==> config.mk <==
export PLATFORM = sky130hd
export DESIGN_NAME = pwm_duty_capture
export DESIGN_NICKNAME = d
export VERILOG_FILES = /design/src/rtl/pwm_duty_capture.sv
export SDC_FILE = /design/constraint.sdc
export NUM_CORES = 1
export LEC_CHECK = 0
export ABC_CLOCK_PERIOD_IN_PS = 2500
export BUFFER_PORTS_ARGS = -buffer_cell sky130_fd_sc_hd__buf_2
export CAP_MARGIN = 30
export CORE_MARGIN = 5
export CORE_UTILIZATION = 59
export DETAILED_ROUTE_END_ITERATION = 10
export PLACE_DENSITY = 0.89
export RECOVER_POWER = 50
export SYNTH_ARGS = -nofsm -noshare
export SYNTH_HDL_FRONTEND = slang
export SYNTH_SLANG_ARGS = --single-unit
==> constraint.sdc <==
create_clock -name clk -period 2.5 [get_ports clk]
set_input_delay 0.5 -clock clk [delete_from_list [all_inputs] [get_ports clk]]
set_output_delay 0.5 -clock clk [all_outputs]
set_load 0.03 [all_outputs]
==> src/rtl/pwm_duty_capture.sv <==
// pwm_duty_capture: recovers duty (high cycles) and rise-to-rise period
// of an async PWM input; flags a stuck level when edges stop.
// Ports:
//   clk, rst_n   12MHz clock, async active-low reset
//   pwm_in       async PWM input
//   duty_out     last high time, saturated to PWM_INTERVAL-1
//   period_out   last rise-to-rise period, saturated to 2*TIMEOUT
//   valid        1-cycle pulse when outputs update
//   is_static    no edges for TIMEOUT cycles
module pwm_duty_capture #(
  parameter int PWM_INTERVAL = 1200,
  parameter int TIMEOUT      = 2*PWM_INTERVAL,
  localparam int DW = $clog2(PWM_INTERVAL),
  localparam int PW = $clog2(2*TIMEOUT+1),
  localparam int QW = $clog2(TIMEOUT+1)
) (
  input  logic          clk,
  input  logic          rst_n,
  input  logic          pwm_in,
  output logic [DW-1:0] duty_out,
  output logic [PW-1:0] period_out,
  output logic          valid,
  output logic          is_static
);

  typedef enum logic {IDLE, ARMED} state_e;

  localparam logic [PW-1:0] PER_MAX  = PW'(2*TIMEOUT);
  localparam logic [PW-1:0] HI_LIM   = PW'(PWM_INTERVAL-1);
  localparam logic [DW-1:0] DUTY_MAX = DW'(PWM_INTERVAL-1);
  localparam logic [QW-1:0] Q_MAX    = QW'(TIMEOUT);
  localparam logic [QW-1:0] Q_FIRE   = QW'(TIMEOUT-1);

  state_e        state_q;
  logic          s0_q, s1_q, prev_q;
  logic [PW-1:0] per_q, per_d;
  logic [PW-1:0] hi_q, hi_d;
  logic [QW-1:0] quiet_q, quiet_d;

  logic          rise, fall, edge_seen, fire;
  logic [DW-1:0] duty_sat;

  assign rise      = s1_q & ~prev_q;
  assign fall      = ~s1_q & prev_q;
  assign edge_seen = rise | fall;
  // an edge clears quiet_q, so fire and rise never coincide
  assign fire      = (quiet_q == Q_FIRE) & ~edge_seen;
  assign duty_sat  = (hi_q > HI_LIM) ? DUTY_MAX : hi_q[DW-1:0];

  always_comb begin
    per_d = per_q;
    if (rise)
      per_d = PW'(1);
    else if (per_q != PER_MAX)
      per_d = per_q + PW'(1);

    hi_d = hi_q;
    if (rise)
      hi_d = PW'(1);
    else if (s1_q && hi_q != PER_MAX)
      hi_d = hi_q + PW'(1);

    quiet_d = quiet_q;
    if (edge_seen)
      quiet_d = '0;
    else if (quiet_q != Q_MAX)
      quiet_d = quiet_q + QW'(1);
  end

  always_ff @(posedge clk or negedge rst_n) begin
    if (!rst_n) begin
      s0_q       <= 1'b0;
      s1_q       <= 1'b0;
      prev_q     <= 1'b0;
      per_q      <= '0;
      hi_q       <= '0;
      quiet_q    <= '0;
      state_q    <= IDLE;
      duty_out   <= '0;
      period_out <= '0;
      valid      <= 1'b0;
      is_static  <= 1'b0;
    end else begin
      s0_q    <= pwm_in;
      s1_q    <= s0_q;
      prev_q  <= s1_q;
      per_q   <= per_d;
      hi_q    <= hi_d;
      quiet_q <= quiet_d;
      valid   <= 1'b0;
      unique case (1'b1)
        rise: begin
          if (state_q == ARMED) begin
            duty_out   <= duty_sat;
            period_out <= per_q;
            is_static  <= 1'b0;
            valid      <= 1'b1;
          end
          state_q <= ARMED;
        end
        fire: begin
          duty_out   <= s1_q ? DUTY_MAX : '0;
          period_out <= '0;
          is_static  <= 1'b1;
          valid      <= 1'b1;
          state_q    <= IDLE;
        end
        default: ;
      endcase
    end
  end

endmodule

==> impl_metrics.json, run 1 <==
{
  "post-cts-setup-buffer-count": 0,
  "ys_async_sr_fraction_pct": 100,
  "vias_per_cell": 5.86,
  "drive_above_1_share_pct": 18.8,
  "synth_fp_nets": 316,
  "ys_top_cells_by_area": "dfrtp_1 52%, xor2_1 4.0%, a22o_1 3.5%",
  "syn_inst": 306,
  "drt.antenna.violating_nets": 0,
  "die_h_um": 84.6,
  "clkLatencyLatePin_ps": 350,
  "max_cap_violations": 0,
  "setup_viol": 0,
  "grt_overflow": 0,
  "whs_ps": 250,
  "relSlewSlack_pct": 26.0,
  "drc": 0,
  "required_ps": 2740,
  "antenna_found_initial": 0,
  "synth_edf_count": 0,
  "num_vias": 2451,
  "num_antenna_cells": 0,
  "layout_min_cycle_time_ps": 2220,
  "arrival_ps": 2460,
  "clk_pin_slew_worst_paths_ps": 80,
  "layout.nets": 351,
  "grt_usage_pct": 20.1,
  "wl_um": 6790,
  "cts_max_level": 3,
  "hold_buffers": 0,
  "fmax_ghz": 0.451,
  "tightest_slew_ps": 1110,
  "cts_root_buffer": "clkbuf_8",
  "register_area_mm2": 0.00170,
  "wire_per_inst_um": 16.2,
  "multiInputGateArea_mm2": 0.00144,
  "start_util_pct": 60.0,
  "synth.most_common_cell": "dfrtp_1",
  "preCtsSetupSlack_ps": 310,
  "powerDensity_mw_per_mm2": 735,
  "dp_hpwl_um": 4560,
  "cp-start-kind": "register",
  "fillers": 395,
  "min_path_type": "input port to register",
  "clock_skew_ps": 11.1,
  "ys.flop_type": "dfrtp_1",
  "gp_congestion": 0.908,
  "crit_type": "register to register",
  "status": "finished clean",
  "die-area_mm2": 0.00716,
  "syn_avg_cell_area_um2": 10.7,
  "path_max_fanout": 7,
  "yosysTopAreaCell": "dfrtp_1",
  "io_buffers": 28,
  "place_inst": 402,
  "synth.distinct_cells": 48,
  "period_share_pct": 88.7,
  "power.total_mw": 2.72,
  "cp-end-kind": "register",
  "finalSetupTns_ps": 0,
  "grt_setup_unrepaired": "no",
  "grt_max_degree": 27,
  "cts_buffer_depth": 2,
  "p_leak_nw": 1.79,
  "cts_tree": "yes",
  "synth-seq-cells": 68,
  "hold_viol_final": 0,
  "core_area_mm2": 0.00547,
  "synth_top_area_share_pct": 51.8,
  "die_w_um": 84.6,
  "ios": 29,
  "post_cts_resized": 0,
  "synth_commonest_cells": "68 x dfrtp_1, 26 x nor2_1, 19 x inv_1, 15 x xor2_1",
  "drtIter0Drc": 170,
  "seq_area_frac_synth_pct": 51.8,
  "ir_drop_v": 0.000515,
  "synthToLayoutAreaGrowth_pct": 12.9,
  "dr.pass1.iters": 6,
  "synth_warnings": 0,
  "grt_pass1_vias": 2331,
  "drv_slew": 0,
  "worst_slack_ps": 283,
  "cts_made_buffers": 9,
  "netlist_area_mm2": 0.00328,
  "clock-sinks": 68,
  "finalNonFillerCells": 418,
  "grt_pass1_wl_um": 11400,
  "std_cell_rows": 27
}
worst max-delay path, cell delays in order, from the launching register on:
cell and delay [ps]:
dfrtp_1 440, ha_1 430, nand3b_1 120, nor4_2 320, buf_4 210, mux2_2 330, mux2_2 260
final cells by class:
| cell class | instances | area share (%) |
|---|---|---|
| Tap cell | 72 | 2.43 |
| Sequential cell | 68 | 45.9 |
| Multi-Input combinational cell | 206 | 38.8 |
| Clock inverter | 7 | 2.16 |
| Clock buffer | 9 | 3.34 |
| Inverter | 19 | 1.92 |
| Timing Repair Buffer | 37 | 5.44 |
state kept, by name (all words and copies together), names as in the netlist:
signal and cells:
hi_q 13, per_q 13, period_out 13, quiet_q 12, duty_out 11, is_static 1, prev_q 1, s0_q 1
s1_q 1, state_q 1, valid 1
cells by family (layout without fill, tap and decap cells):
kind of cell / after synthesis / in the layout / synth area share, %
compound gates: 48 / 48 / 11.1
flops: 68 / 68 / 51.8
xor+xnor: 27 / 27 / 7.20
buf+inv: 32 / 72 / 4.38
fa+ha+maj: 7 / 7 / 2.67
mux: 8 / 8 / 2.59
simple gates: 116 / 116 / 20.3
metrics by stage:
| stage | area [um^2] | utilization (%) |
|---|---|---|
| floorplan | 3280 | - |
| global placement | 3500 | 64.0 |
| detailed placement | 3510 | 64.2 |
| CTS | 3720 | 67.9 |
| global route | 3710 | 67.7 |
| finish | 3710 | 67.7 |
cells in the final DEF (no fill, tap or decap), drive strengths merged, types with 2 or more instances in the layout:
| cell type | netlist | final |
|---|---|---|
| a21oi | 13 | 13 |
| a221oi | 6 | 6 |
| a22o | 13 | 13 |
| a32o | 4 | 4 |
| and2 | 13 | 13 |
| and3 | 6 | 6 |
| and4 | 2 | 2 |
| buf | 6 | 33 |
| clkbuf | 7 | 13 |
| clkinvlp | 0 | 2 |
| dfrtp | 68 | 68 |
| ha | 7 | 7 |
| inv | 19 | 23 |
| mux2 | 4 | 4 |
| mux2i | 4 | 4 |
| nand2 | 13 | 13 |
| nand3 | 9 | 9 |
| nand3b | 2 | 2 |
| nand4 | 14 | 14 |
| nand4bb | 2 | 2 |
| nor2 | 26 | 26 |
| nor2b | 6 | 6 |
| nor3 | 7 | 7 |
| nor4 | 6 | 6 |
| o21ai | 3 | 3 |
| or3 | 3 | 3 |
| or4b | 2 | 2 |
| xnor2 | 12 | 12 |
| xor2 | 15 | 15 |
power breakdown:
| part | total (mW) | internal, mW | switching [mW] |
|---|---|---|---|
| registers | 1.34 | 1.20 | 0.140 |
| clock network | 0.936 | 0.474 | 0.462 |
| logic | 0.446 | 0.175 | 0.271 |
| total | 2.72 | 1.85 | 0.873 |
worst paths after layout:
check | startpoint | to | slack, ps | cells after the start
max in group asynchronous | rst_n | duty_out[8] | 960 | 2
hold reg to reg | s0_q | s1_q | 370 | 0
hold / removal | pwm_in | s0_q | 250 | 1
min in group asynchronous | rst_n | period_out[2] | 330 | 1
setup reg to reg | s1_q | duty_out[10] | 280 | 6
setup / recovery | s1_q | duty_out[10] | 280 | 6
layer usage:
metal / up-vias / global-route usage, % / wire [um]
met5: - / 0 / 0
met2: 77 / 32.4 / 3320
met4: 0 / 8.63 / 129
met3: 16 / 3.83 / 351
met1: 1202 / 26.5 / 2980
li1: 1156 / - / -
Note: power is estimated with default switching activity, not from simulation.
==> run 2, diff against run 1 <==
- ABC_AREA: default -> 1
==> impl_metrics.json, run 2 <==
{
  "drive_above_1_share_pct": 12.7,
  "synth_edf_count": 0,
  "die_h_um": 86.1,
  "cts_tree": "yes",
  "tightest_slew_ps": 1130,
  "ys_async_sr_fraction_pct": 100,
  "core_area_mm2": 0.00557,
  "drtIter0Drc": 339,
  "die-area_mm2": 0.00742,
  "syn_avg_cell_area_um2": 8.18,
  "clkLatencyLatePin_ps": 350,
  "rr_worst_depth": 8,
  "final_common_cell": "nand2_1",
  "netlist_area_mm2": 0.00342,
  "grt_pass1_wl_um": 12400,
  "fmax_ghz": 0.479,
  "synth_top_area_share_pct": 49.7,
  "max_cap_violations": 0,
  "grt_pass1_vias": 2711,
  "drt.antenna.violating_nets": 0,
  "seq_area_frac_synth_pct": 49.7,
  "syn_inst": 418,
  "yosysTopAreaCell": "dfrtp_1",
  "clock_skew_ps": 7.89,
  "grt_max_degree": 38,
  "critPathMaxStageDelay_ps": 490,
  "die_w_um": 86.1,
  "layout.nets": 463,
  "ir_drop_v": 0.000398,
  "grt_usage_pct": 21.2,
  "period_share_pct": 83.4,
  "cts_made_buffers": 9,
  "clk_pin_slew_worst_paths_ps": 70,
  "drc": 0,
  "dp_hpwl_um": 5260,
  "grt_overflow": 0,
  "dr.pass1.iters": 6,
  "num_antenna_cells": 0,
  "reg_top3": "hi_q (13), per_q (13), period_out (13)",
  "post-cts-setup-buffer-count": 0,
  "ys_top_cells_by_area": "dfrtp_1 50%, nand2_1 11%, inv_1 5.3%",
  "grt_setup_unrepaired": "no",
  "r2r_end": "duty_out[9]",
  "cp-end-kind": "register",
  "post_cts_resized": 0,
  "synth_warnings": 0,
  "crit_cells": 8,
  "required_ps": 2730,
  "grt_util_met1_pct": 28.8,
  "layout_common_cells": "103 x nand2_1, 68 x dfrtp_1, 48 x inv_1",
  "gp_congestion": 0.983,
  "hold_buffers": 0,
  "num_vias": 2888,
  "std_cell_rows": 27,
  "synth-seq-cells": 68,
  "io_buffers": 28,
  "relSlewSlack_pct": 24.7,
  "setup_viol": 0,
  "finalSetupTns_ps": 0,
  "wire_per_inst_um": 13.4,
  "crit_path_cell_trace": "ha_1 -> nand2_1 -> nor2_1 -> nand3_4 -> nand2_1 -> inv_1 -> nand3_1 -> nand2_1",
  "hold_viol_final": 0,
  "r2r_slack_ps": 410,
  "powerDensity_mw_per_mm2": 667,
  "ios": 29,
  "p_leak_nw": 1.83,
  "vias_per_cell": 5.45,
  "start_util_pct": 61.4,
  "synthToLayoutAreaGrowth_pct": 11.0,
  "path_common_cell": "nand2_1",
  "grt_use_met3_pct": 3.55,
  "antenna_found_initial": 0,
  "crit_family": "simple AND/OR/NAND/NOR gates",
  "cts_buffer_depth": 2,
  "cp_slowest_cell": "ha_1",
  "crit_type": "register to register",
  "path_buf_inv": 1,
  "status": "finished clean",
  "arrival_ps": 2320,
  "post-route-util_pct": 68.1,
  "drv_slew": 0,
  "synth.most_common_cell": "nand2_1",
  "min_path_type": "input port to async pin",
  "wl_um": 7100,
  "cts_root_buffer": "clkbuf_8",
  "path_max_fanout": 13,
  "ys.flop_type": "dfrtp_1",
  "timing.rr.start": "s1_q",
  "cts_max_level": 3,
  "cp-start-kind": "register",
  "grtUsageMet2_pct": 33.4,
  "synth_fp_nets": 428,
  "synth.distinct_cells": 33,
  "clock-sinks": 68,
  "synth_commonest_cells": "103 x nand2_1, 68 x dfrtp_1, 48 x inv_1, 40 x nor2_1, 30 x a21oi_1",
  "busiest_layer": "met2",
  "layout_min_cycle_time_ps": 2090
}
-- run 2: cell types whose count changed after synthesis, sizes merged, moves of 14 or more --
| cell | change |
|---|---|
| a21oi | +17 |
| nand3 | +14 |
| o21ai | +29 |
| nand2 | +95 |
| nor2 | +19 |
| inv | +30 |
-- run 2: how the worst max path moves through the flow --
stage | startpoint | to | slack [ps]
3_5_place_dp | s1_q | duty_out[9] | 420
4_1_cts | s1_q | duty_out[9] | 410
3_3_place_gp | s1_q | duty_out[8] | 510
5_1_grt | s1_q | duty_out[9] | 170
2_1_floorplan | s1_q | period_out[3] | 950
6_report | s1_q | duty_out[9] | 410
-- run 2: kinds of logic (layout without fill, tap and decap cells) --
family | count (synthesis) | after routing | synth area share (%)
DFF | 68 | 68 | 49.7
AOI/OAI and AO/OA | 67 | 67 | 10.8
and+or+nand+nor | 211 | 211 | 28.2
adders and majority gates | 7 | 7 | 2.56
buffers and inverters | 57 | 97 | 6.69
xor gates and xnor gates | 8 | 8 | 2.05
-- run 2: layout make-up --
class | instances | area [um^2]
Tap cell | 72 | 90.1
Clock buffer | 10 | 138
Inverter | 49 | 184
Clock inverter | 6 | 40.0
Sequential cell | 68 | 1700
Timing Repair Buffer | 32 | 155
Fill cell | 425 | 1780
Multi-Input combinational cell | 293 | 1490
-- run 2: worst reg2reg max path, cell delays in order, from the launching register on --
cell,delay (ps)
dfrtp_1,410
ha_1,490
nand2_1,90
nor2_1,170
nand3_4,160
nand2_1,320
inv_1,160
nand3_1,110
nand2_1,60
-- run 2: power breakdown --
| group | internal, mW | total (mW) | switching (mW) |
|---|---|---|---|
| Clock | 0.384 | 0.797 | 0.413 |
| Sequential | 1.20 | 1.27 | 0.0768 |
| Combinational | 0.138 | 0.461 | 0.322 |
-- run 2: per-layer routing --
layer / share of wire, % / up-vias / wire, um
li1: - / 1440 / -
met1: 45 / 1339 / 3180
met2: 48 / 98 / 3380
met3: 5.6 / 11 / 397
met4: 1.9 / 0 / 135
met5: 0 / - / 0
-- run 2: per-stage QoR --
stage	cells	cell area [um^2]	setup slack, ps	hold slack [ps]	power (mW)
finish	530	3800	414	126	2.53
floorplan	418	3420	945	204	1.61
detailed placement	514	3640	416	356	1.76
global route	530	3800	173	173	2.67
CTS	530	3810	411	6.60	2.55
global placement	514	3640	513	355	1.74
==> run 3, diff against run 2 <==
- ABC_CLOCK_PERIOD_IN_PS: 2500 -> 2100
- clock period: 2.5 -> 2.1 ns (I/O delays scaled with it)
==> impl_metrics.json, run 3 (synthesized netlist as in run 2, its figures left out) <==
{
  "status": "finished clean",
  "setup_viol": 0,
  "dr.pass1.iters": 5,
  "power.total_mw": 3.09,
  "tightest_slew_ps": 1010,
  "swShare_pct": 31.4,
  "place_inst": 520,
  "cts_max_level": 3,
  "crit_type": "register to register",
  "register_area_mm2": 0.00170,
  "cts_root_buffer": "clkbuf_8",
  "wl_um": 7300,
  "finalNonFillerCells": 536,
  "core_area_mm2": 0.00557,
  "path_max_fanout": 10,
  "internal_power_mw": 2.12,
  "powerDensity_mw_per_mm2": 803,
  "layout_min_cycle_time_ps": 1940,
  "grt_pass1_vias": 2809,
  "post_cts_resized": 0,
  "num_vias": 2921,
  "max_cap_violations": 0,
  "io_buffers": 28,
  "drive_above_1_share_pct": 12.9,
  "post-route-util_pct": 69.0,
  "ir_drop_v": 0.000399,
  "period_share_pct": 92.3,
  "drv_slew": 0,
  "std_cell_rows": 27,
  "relSlewSlack_pct": 32.4,
  "fmax_ghz": 0.516,
  "hold_viol_final": 0,
  "clock_skew_ps": 9.84,
  "clock-sinks": 68,
  "grt_util_met1_pct": 29.7,
  "wire_per_inst_um": 13.6,
  "clkLatencyLatePin_ps": 350,
  "drtIter0Drc": 207,
  "cp-start-kind": "register",
  "num_antenna_cells": 0,
  "die_w_um": 86.1,
  "r2r_slack_ps": 160,
  "arrival_ps": 2170,
  "busiest_layer": "met2",
  "cts_buffer_depth": 2,
  "grt_usage_pct": 21.4,
  "p_leak_nw": 1.85,
  "grt_pass1_wl_um": 12700,
  "vias_per_cell": 5.45,
  "layout.nets": 469,
  "grt_use_met3_pct": 3.84,
  "antenna_found_initial": 0,
  "drc": 0,
  "pwr-share-clk_pct": 32.9,
  "grtUsageMet2_pct": 32.8,
  "sequentialPowerShare_pct": 49.1,
  "grt_setup_unrepaired": "no",
  "cp-end-kind": "register",
  "ios": 29,
  "min_path_type": "input port to register",
  "multiInputGateArea_mm2": 0.00149,
  "post-cts-setup-buffer-count": 0,
  "power_frac_comb_pct": 18.0,
  "cts_tree": "yes",
  "clk_pin_slew_worst_paths_ps": 70,
  "final_common_cell": "nand2_1",
  "critPathMaxStageDelay_ps": 430,
  "p_sw_uw": 969,
  "layout_common_cells": "103 x nand2_1, 68 x dfrtp_1, 48 x inv_1",
  "grt_overflow": 0,
  "die_h_um": 86.1,
  "cts_made_buffers": 9,
  "die-area_mm2": 0.00742,
  "required_ps": 2330,
  "hold_buffers": 0,
  "gp_congestion": 0.968,
  "reg_top3": "hi_q (13), per_q (13), period_out (13)",
  "synthToLayoutAreaGrowth_pct": 12.4,
  "cp_slowest_cell": "dfrtp_1",
  "grt_max_degree": 26,
  "start_util_pct": 61.4,
  "finalSetupTns_ps": 0,
  "dp_hpwl_um": 5320,
  "fillers": 415,
  "crit_path_cell_trace": "ha_1 -> clkbuf_1 -> nand4_1 -> nand2_1 -> a21oi_1",
  "drt.antenna.violating_nets": 0
}
## run 3: cell count changes in the layout (fill, tap and decap cells not counted)
| cell | before | now |
|---|---|---|
| nor2_2 | 2 | 3 |
| buf_4 | 2 | 6 |
| buf_2 | 21 | 19 |
| clkinv_4 | 2 | 0 |
| clkinv_2 | 3 | 1 |
| nor2_1 | 41 | 40 |
| clkbuf_1 | 8 | 13 |
| clkbuf_8 | 10 | 12 |
| clkinvlp_4 | 1 | 2 |
## run 3: per-layer routing
| layer | part of all wire [%] | vias to the layer above |
|---|---|---|
| met2 | 46 | 109 |
| met3 | 6.9 | 17 |
| met4 | 2.0 | 0 |
| met1 | 46 | 1354 |
| li1 | - | 1441 |
| met5 | 0 | - |
## run 3: metrics by stage
step | setup WS (ps) | instance area, um^2 | hold slack, ps
final | 163 | 3840 | 181
after global routing | 59.2 | 3840 | 172
after CTS | 188 | 3870 | 10.9
after detailed placement | 235 | 3680 | 370
after global placement | 255 | 3680 | 355
after floorplan | 545 | 3420 | 124
## run 3: final timing paths
kind / cells past startpoint / from / endpoint
min in group asynchronous: 1 / rst_n / quiet_q[5]
max reg2reg: 5 / s1_q / duty_out[2]
max: 5 / s1_q / duty_out[2]
max in group asynchronous: 2 / rst_n / per_q[10]
min reg2reg: 0 / s0_q / s1_q
min: 1 / pwm_in / s0_q
## run 3: critical path, delay by kind of cell (launching register included)
family                   cells  cell delay, ps
AND/OR/NAND/NOR              2             610
flip-flops                   1             430
buffers and inverters        1             360
adder cells (fa/ha/maj)      1             330
AO/OA/AOI/OAI                1              90
## run 3: layout make-up
cell class	count	share of cell area [%]
Inverter	49	4.78
Clock buffer	13	4.39
Clock inverter	3	0.521
Timing Repair Buffer	38	4.95
Tap cell	72	2.34
Multi-Input combinational cell	293	38.8
Sequential cell	68	44.3
## run 3: power by group through the flow
| stage | clock network, mW | registers, mW | logic (mW) |
|---|---|---|---|
| floorplan | 0 | 1.63 | 0.283 |
| global placement | 0 | 1.53 | 0.545 |
| detailed placement | 0 | 1.54 | 0.562 |
| CTS | 1.02 | 1.51 | 0.569 |
| global route | 1.08 | 1.53 | 0.624 |
| finish | 1.02 | 1.51 | 0.555 |
